<file path="src/rtl/serial_tx_pkg.sv">
// Shared definitions for the serial frame transmitter: state encoding,
// line levels and a width helper used for the internal counters.
package serial_tx_pkg;

  // Transmitter states; the frame walks IDLE -> START -> DATA -> STOP -> IDLE.
  typedef enum logic [1:0] {
    ST_IDLE  = 2'd0,
    ST_START = 2'd1,
    ST_DATA  = 2'd2,
    ST_STOP  = 2'd3
  } tx_state_e;

  // Serial line levels: the line rests high and a frame opens with a low bit.
  localparam logic LINE_IDLE  = 1'b1;
  localparam logic LINE_START = 1'b0;

  // Counter width for a range of n values, never narrower than one bit.
  function automatic int min1_clog2(input int n);
    return (n > 1) ? $clog2(n) : 1;
  endfunction

endpackage

</file>
<file path="src/rtl/serial_tx_bit_timer.sv">
// Bit period timer: counts CLKS_PER_BIT cycles while run is high and pulses
// bit_end on the last cycle of every bit period. Idle (run low) holds it at 0
// so the first period after run rises is always full length.
module serial_tx_bit_timer
  import serial_tx_pkg::*;
#(
  parameter int CLKS_PER_BIT = 4
) (
  input  logic clk,
  input  logic R,
  input  logic run,
  output logic bit_end
);

  localparam int CW = min1_clog2(CLKS_PER_BIT);
  localparam logic [CW-1:0] LAST_CNT = CW'(CLKS_PER_BIT - 1);

  logic [CW-1:0] cnt;

  assign bit_end = run && (cnt == LAST_CNT);

  // Cycle counter: 0..CLKS_PER_BIT-1, wraps at each bit boundary, cleared when idle.
  always_ff @(posedge clk) begin
    if (R) begin
      cnt <= '0;
    end else if (!run || bit_end) begin
      cnt <= '0;
    end else begin
      cnt <= cnt + 1'b1;
    end
  end

endmodule

</file>
<file path="src/rtl/serial_tx.sv">
// Parallel-in, serial-out frame transmitter. One word per load/ready
// handshake is sent as: start bit (low), DATA_W data bits LSB first,
// stop bit (high); each bit is held for CLKS_PER_BIT cycles.
//
// Handshake: a word is accepted on a rising edge where load && ready.
// ready is high only in IDLE; load at any other time is ignored and din is
// not looked at until the next acceptance.
//
// txd is registered and computed from the next state, so it has no
// combinational path from any input and changes exactly on state edges.
module serial_tx
  import serial_tx_pkg::*;
#(
  parameter int DATA_W       = 8,
  parameter int CLKS_PER_BIT = 4
) (
  input  logic              clk,
  input  logic              R,
  input  logic [DATA_W-1:0] din,
  input  logic              load,
  output logic              ready,
  output logic              txd,
  output logic              busy,
  output logic              done,
  output tx_state_e         dbg_state
);

  localparam int IW = min1_clog2(DATA_W);
  localparam logic [IW-1:0] LAST_IDX = IW'(DATA_W - 1);

  tx_state_e         state, state_d;
  logic [DATA_W-1:0] shreg, shreg_d;
  logic [IW-1:0]     idx, idx_d;
  logic              txd_q, txd_d;
  logic              bit_end;
  logic              run;

  assign run = (state != ST_IDLE);

  serial_tx_bit_timer #(
    .CLKS_PER_BIT (CLKS_PER_BIT)
  ) u_bit_timer (
    .clk     (clk),
    .R       (R),
    .run     (run),
    .bit_end (bit_end)
  );

  // Next-state, shift register and next line level.
  always_comb begin
    state_d = state;
    shreg_d = shreg;
    idx_d   = idx;
    txd_d   = LINE_IDLE;
    case (state)
      ST_IDLE: begin
        if (load) begin
          state_d = ST_START;
          shreg_d = din;
          idx_d   = '0;
        end
      end
      ST_START: begin
        if (bit_end) begin
          state_d = ST_DATA;
          idx_d   = '0;
        end
      end
      ST_DATA: begin
        if (bit_end) begin
          shreg_d = shreg >> 1;
          if (idx == LAST_IDX) begin
            state_d = ST_STOP;
          end else begin
            idx_d = idx + 1'b1;
          end
        end
      end
      ST_STOP: begin
        if (bit_end) begin
          state_d = ST_IDLE;
        end
      end
      default: begin
        state_d = ST_IDLE;
      end
    endcase
    case (state_d)
      ST_START: txd_d = LINE_START;
      ST_DATA:  txd_d = shreg_d[0];
      default:  txd_d = LINE_IDLE;
    endcase
  end

  // State, shift register, bit index and line register; reset aborts any frame.
  always_ff @(posedge clk) begin
    if (R) begin
      state <= ST_IDLE;
      shreg <= '0;
      idx   <= '0;
      txd_q <= LINE_IDLE;
    end else begin
      state <= state_d;
      shreg <= shreg_d;
      idx   <= idx_d;
      txd_q <= txd_d;
    end
  end

  assign txd       = txd_q;
  assign ready     = (state == ST_IDLE);
  assign busy      = !ready;
  assign done      = (state == ST_STOP) && bit_end;
  assign dbg_state = state;

endmodule

</file>
<file path="config.mk">
export PLATFORM = sky130hd
export DESIGN_NAME = serial_tx
export DESIGN_NICKNAME = d
export VERILOG_FILES = /design/src/rtl/serial_tx_pkg.sv /design/src/rtl/serial_tx_bit_timer.sv /design/src/rtl/serial_tx.sv
export SDC_FILE = /design/constraint.sdc
export NUM_CORES = 1
export LEC_CHECK = 0
export CAP_MARGIN = 20
export CORE_MARGIN = 2
export CORE_UTILIZATION = 30
export DETAILED_ROUTE_END_ITERATION = 12
export HOLD_SLACK_MARGIN = 0.08
export RECOVER_POWER = 100
export SLEW_MARGIN = 20
export SYNTH_ARGS = -nofsm -noshare
export SYNTH_HDL_FRONTEND = slang
export SYNTH_SLANG_ARGS = --single-unit
</file>
<file path="constraint.sdc">
create_clock -name clk -period 1.45 [get_ports clk]
set_input_delay 0.3625 -clock clk [delete_from_list [all_inputs] [get_ports clk]]
set_output_delay 0.3625 -clock clk [all_outputs]
set_load 0.1 [all_outputs]
</file>
==> impl_metrics.sql <==
INSERT INTO impl_metrics (metric_group, metric, value, unit) VALUES
('power_and_ir_drop', 'clock_power_share', '30.2', '%'),
('detailed_routing', 'via_density_per_instance', '4.88', ''),
('detailed_routing', 'drc', '0', ''),
('placed_design', 'place_hpwl', '1250', 'microns'),
('cells_and_area', 'area.growth.synth_to_final', '51.5', '%'),
('synthesis', 'avgSynthCellArea', '9.75', 'sq um'),
('cells_and_area', 'mostFrequentLayoutCells', 'sky130_fd_sc_hd__dfxtp_1 (12), sky130_fd_sc_hd__buf_4 (11), sky130_fd_sc_hd__clkdlybuf4s50_1 (10)', ''),
('power_and_ir_drop', 'intPower', '0.711', 'mW'),
('power_and_ir_drop', 'peakVddDrop', '363', 'uV'),
('flow_run', 'count_of_max_cap_constraint_violations', '0', ''),
('die', 'die-area', '3060', 'sq um'),
('timing', 'fin_setup_tns', '-0.141', 'ns'),
('synthesis', 'syn_inst', '81', ''),
('timing', 'maxSlewHeadroom', '80.0', '%'),
('cts', 'clock_tree_sinks', '16', ''),
('timing', 'setup_viol', '3', ''),
('timing', 'final.min_clock_period', '1.52', 'ns'),
('placed_design', 'placement.io_buffers', '16', ''),
('power_and_ir_drop', 'power.static_leakage', '0.461', 'nW'),
('timing', 'top_achievable_clock_speed', '659', 'MHz'),
('detailed_routing', 'wl', '1690', 'microns'),
('timing', 'fin_worst_hold_slack', '0.456', 'ns'),
('die', 'io-pin-count', '17', ''),
('status', 'violations', 'negative setup slack', ''),
('power_and_ir_drop', 'power.share.combinational', '22.8', '%'),
('worst_setup_path', 'kind_of_capture_point_of_the_worst_setup_path', 'primary output', ''),
('cts', 'number_of_levels_the_h_tree_was_split_into', '1', ''),
('power_and_ir_drop', 'power.density', '837', 'nW/um^2'),
('timing', 'clock_skew', '0.00515', 'ns'),
('worst_setup_path', 'crit_type', 'reg2out', ''),
('cells_and_area', 'design.final.nets', '123', ''),
('synthesis', 'syn-cell-area', '790', 'sq um'),
('power_and_ir_drop', 'fin_total_pwr', '1.00', 'mW'),
('power_and_ir_drop', 'netSwitchingFraction', '29.0', '%'),
('cts', 'cts_tree', 'built', ''),
('detailed_routing', 'number_of_nets_with_antenna_violations_after_detailed_routing', '0', ''),
('timing', 'timing.final.hold_violations', '0', ''),
('global_routing', 'first_global_vias', '659', ''),
('synthesis', 'seq_area_frac_synth', '40.6', '%'),
('cts', 'cts.clk_slew.worst_paths', '0.09', 'ns'),
('synthesis', 'yosysUniqueCellTypes', '30', ''),
('cts', 'inserted_clock_buffers', '3', ''),
('global_routing', 'grt_start_max_net_pins', '10', ''),
('min_path', 'hold_path_class', 'reg2reg', ''),
('timing', 'timing.final.max_slew_violations', '0', ''),
('global_routing', 'antenna_violations_before_repair', '0', ''),
('detailed_routing', 'detail_route.iter0.violations', '12', ''),
('timing', 'setup_repair_after_global_routing_missed_its_margin', 'yes', ''),
('worst_setup_path', 'worstPathRequired', '1.09', 'ns'),
('timing', 'worst_pin_slew', '0.302', 'ns'),
('synthesis', 'syn-num-nets', '95', ''),
('timing', 'final.period_utilization', '105', '%'),
('detailed_routing', 'routed_wire_length_per_instance', '12.2', 'microns'),
('cells_and_area', 'layout.area.seq', '330', 'sq um'),
('cells_and_area', 'layout-drive-gt1-share', '42.6', '%'),
('cts', 'cts-root-buf', 'sky130_fd_sc_hd__clkbuf_4', ''),
('synthesis', 'async_flop_share', '0', '%'),
('power_and_ir_drop', 'power_frac_seq', '47.1', '%'),
('cells_and_area', 'num-fill-cells', '223', ''),
('worst_setup_path', 'arrival', '1.16', 'ns'),
('die', 'floorplan.core_area', '2480', 'sq um'),
('power_and_ir_drop', 'power.switching', '0.290', 'mW'),
('timing', 'worst_slack', '-0.0678', 'ns'),
('synthesis', 'synth.yosys.warnings', '0', ''),
('cts', 'insertion_delay', '0.30', 'ns'),
('global_routing', 'globalRoute.totalOverflow', '0', ''),
('detailed_routing', 'drt-pass1-iter-count', '3', ''),
('placed_design', 'routabilityCongestion', '0.742', ''),
('status', 'outcome', 'finished, violations left', ''),
('synthesis', 'synth-edff-count', '0', ''),
('cells_and_area', 'final_common_cell', 'sky130_fd_sc_hd__dfxtp_1', '');
layout make-up:
class                      instances  share of cell area, %
tap                               30                   3.14
multi-input combinational         57                   40.2
clock buffer                       4                   3.03
timing repair buffer              29                   25.1
inverter                           2                  0.941
sequential                        16                   27.6
sequential cells by signal, indices dropped and copies added, names as in the netlist:
name	flops
idx	3
dbg_state	2
u_bit_timer.cnt	2
shreg	8
txd	1
metrics by stage:
stage               instance area [sq um]  std cells  util [%]
floorplan                             822         81         -
global placement                     1080        129      43.7
detailed placement                   1080        129      43.7
CTS                                  1180        138      47.5
global route                         1200        138      48.3
finish                               1200        138      48.3
cell usage after synthesis, types with 2 or more instances:
| cell type | instances | area [sq um] |
|---|---|---|
| sky130_fd_sc_hd__nor2_1 | 8 | 30.0 |
| sky130_fd_sc_hd__a21oi_1 | 6 | 30.0 |
| sky130_fd_sc_hd__and2_1 | 2 | 12.5 |
| sky130_fd_sc_hd__nor2b_1 | 2 | 12.5 |
| sky130_fd_sc_hd__buf_6 | 2 | 22.5 |
| sky130_fd_sc_hd__inv_1 | 2 | 7.51 |
| sky130_fd_sc_hd__nand2_1 | 9 | 33.8 |
| sky130_fd_sc_hd__mux2i_1 | 3 | 30.0 |
| sky130_fd_sc_hd__dfxtp_1 | 16 | 320 |
| sky130_fd_sc_hd__ha_1 | 3 | 37.5 |
| sky130_fd_sc_hd__clkbuf_1 | 2 | 7.51 |
| sky130_fd_sc_hd__a22oi_1 | 8 | 60.1 |
cells by family after synthesis:
family	synth area share [%]
AND/OR/NAND/NOR	20.4
AO/OA/AOI/OAI	21.1
flip-flops	40.6
buffers and inverters	6.34
multiplexers	5.70
adder cells (fa/ha/maj)	4.75
XOR/XNOR	1.11
worst max-delay path: stages (launching register included):
cell and delay, ns:
sky130_fd_sc_hd__dfxtp_2 0.37, sky130_fd_sc_hd__ha_4 0.14, sky130_fd_sc_hd__and3_4 0.18, sky130_fd_sc_hd__buf_12 0.17
path summary, 6_finish.rpt:
| path | from | end | slack, ns | cells after the start |
|---|---|---|---|---|
| setup reg to reg | u_bit_timer.cnt[0] | txd | -0.02 | 6 |
| setup / recovery | u_bit_timer.cnt[0] | done | -0.07 | 3 |
| hold reg to reg | u_bit_timer.cnt[0] | u_bit_timer.cnt[0] | 0.46 | 1 |
| hold / removal | u_bit_timer.cnt[0] | u_bit_timer.cnt[0] | 0.46 | 1 |
layer usage:
layer	track usage [%]	wire (microns)
met1	13.4	763
met2	19.4	808
met5	0	0
met3	2.58	63
met4	8.36	52
what timing repair did:
| item | CTS | global route |
|---|---|---|
| buffers inserted | 5 | 0 |
| pin swaps | 3 | 16 |
| hold buffers | 0 | 0 |
| gates resized for setup | 5 | 11 |
| setup endpoints to repair | 6 | 12 |
power by group through the flow:
stage          clock network (mW)  registers (mW)  logic [mW]
2_1_floorplan                   0           0.506       0.106
3_3_place_gp                    0           0.482       0.211
3_5_place_dp                    0           0.483       0.214
4_1_cts                     0.310           0.471       0.227
5_1_grt                     0.331           0.475       0.240
6_report                    0.302           0.471       0.228
Power figures use the tool's default switching activity.
==> patch (same flow settings) <==
`CLKS_PER_BIT` is set to 4 in 2 places; all go to 8.
--- a/src/rtl/serial_tx_bit_timer.sv
+++ b/src/rtl/serial_tx_bit_timer.sv
@@ -6,3 +6,3 @@
 #(
-  parameter int CLKS_PER_BIT = 4
+  parameter int CLKS_PER_BIT = 8
 ) (
--- a/src/rtl/serial_tx.sv
+++ b/src/rtl/serial_tx.sv
@@ -14,3 +14,3 @@
   parameter int DATA_W       = 8,
-  parameter int CLKS_PER_BIT = 4
+  parameter int CLKS_PER_BIT = 8
 ) (
Behaviour: not the same (Yosys sat finds a counterexample within 10 cycles, from zero or initial values).
==> patch against the original RTL <==
  * The flow still finishes with violations (setup timing)
  * Setup slack got worse by 0.14 ns
  * Sequential cell count increased by 1
  * Clock skew decreased by 0.0021 ns
  * Count of clock-buffer cells in the layout unchanged
  * Cell count increased by 11%
  * Synthesized area increased by 8.4%
  * Synthesized cell count increased by 11%
  * Cell area increased by 19%
  * Non-clock buffer count increased by 5
  * Total power increased by 1.9%
  * Routed wire length increased by 30%
  * Critical path depth increased by 1
==> patch: results (changes against the original RTL) <==
metric,value,unit,change
status,"finished, violations left",,
violations,setup timing,,
setup_viol_count_final,13,,+10
worst_hold_startpoint,shreg[7]$_SDFFE_PP0P_,,
nFillCells,264,,+18%
syn_nets,105,,+11%
place_ws,-0.260,ns,-0.0745 ns
whs,0.489,ns,+0.0328 ns
drt_iter0_markers,6,,-6
p_leak,0.585,nW,+27%
gp_congestion,0.752,,+1.3%
routedWlPerCell,14.3,um,+17%
hold_depth,2,,+1
synth.top_cells.by_area,"dfxtp_1 40%, a21oi_1 7.0%, ha_1 5.8%, nand3_1 4.7%, a22oi_1 4.4%",,
vias,810,,+20%
min_delay_worst_endpoint,shreg[7]$_SDFFE_PP0P_,,
timing.final.ws_setup,-0.204,ns,-0.136 ns
period_share,1.14,,+0.0939
antenna_found_initial,0,,unchanged
final_nets,138,,+12%
grt_pass1_wl,3.47,mm,+25%
layout-drive-gt1-share,0.516,,+0.0905
use_met1,0.166,,+0.0311
synthDistinctLibCells,33,,+10%
grt_pass1_vias,787,,+19%
grt_usage,0.134,,+0.0161
reg2reg_depth,7,,+1
reg_top3,"shreg: 8 flops, idx: 3 flops, u_bit_timer.cnt: 3 flops",,
vdd_drop_max,593,uV,+63%
fin_setup_tns,-0.915,ns,-0.774 ns
gr-usage-met2,0.222,,+0.0285
arrival,1.29,ns,+0.13 ns
use_met3,0.0454,,+0.0196
path_clk_slew,0.10,ns,
fin_skew,0.00309,ns,-0.00206 ns
maxSlewHeadroom,0.798,,-0.00165
r2r_slack,-0.14,ns,-0.12 ns
dr.pass1.iters,4,,+1
hpwl,1.37,mm,+9.6%
patch: cell count changes after synthesis, sizes merged, moves of 3 or more:
| cell | delta |
|---|---|
| nand3 | +8 |
| nor2 | -8 |
| a21oi | +6 |
| nand2 | -4 |
| a22oi | -3 |
| o221ai | +3 |
patch: per-stage QoR:
stage	total power, mW	util	std cells	area, um2
after floorplan	0.633	-	90	912
after global placement	0.712	0.419	136	1140
after detailed placement	0.712	0.419	136	1140
after CTS	0.983	0.465	148	1270
after global routing	1.07	0.523	153	1430
final	1.02	0.523	153	1430
patch: kinds of logic (layout without fill, tap and decap cells):
family | after synthesis | in the layout | share of synthesized area
simple gates | 29 | 30 | 0.227
buf+inv | 10 | 41 | 0.0745
flops | 17 | 17 | 0.398
compound gates | 27 | 27 | 0.209
xor+xnor | 1 | 1 | 0.0102
fa+ha+maj | 4 | 4 | 0.0585
mux | 2 | 2 | 0.0234
patch: layout make-up:
type	instances	area (um2)	share of cell area
Timing Repair Buffer	34	354	0.248
Sequential cell	17	350	0.245
Clock buffer	4	26.3	0.0184
Inverter	3	15.0	0.0105
Tap cell	31	38.8	0.0271
Multi-Input combinational cell	64	644	0.451
patch: how the worst max path moves through the flow:
stage / startpoint / to / slack (ns)
5_1_grt: u_bit_timer.cnt[1]$_SDFF_PP0_ / done / -0.25
2_1_floorplan: dbg_state[0]$_SDFF_PP0_ / busy / -0.75
4_1_cts: u_bit_timer.cnt[0]$_SDFF_PP0_ / done / -0.21
3_5_place_dp: load / txd$_SDFF_PP1_ / -0.26
3_3_place_gp: load / txd$_SDFF_PP1_ / -0.25
6_report: u_bit_timer.cnt[0]$_SDFF_PP0_ / done / -0.20
patch: per-layer routing:
| metal | vias to the layer above | share of wire |
|---|---|---|
| met1 | 386 | 0.45 |
| met2 | 17 | 0.49 |
| met3 | 4 | 0.048 |
| met5 | - | 0 |
| met4 | 0 | 0.012 |
| li1 | 403 | - |
patch: report_power, final:
| part | internal, mW | total [mW] | switching, mW |
|---|---|---|---|
| combinational | 0.114 | 0.248 | 0.134 |
| sequential | 0.485 | 0.503 | 0.0177 |
| clock | 0.107 | 0.269 | 0.162 |
| total | 0.706 | 1.02 | 0.314 |
patch: timing repair:
action / in CTS / in global routing
buffers inserted: 8 / 5
gates resized for setup: 10 / 26
hold endpoints to repair: 0 / 0
cloned: 0 / 1
pin swaps: 9 / 8
setup endpoints to repair: 4 / 20
patch: critical path: stages (launching register included):
cell	delay (ns)
dfxtp_2	0.35
ha_4	0.16
ha_4	0.15
and3_4	0.18
buf_12	0.16
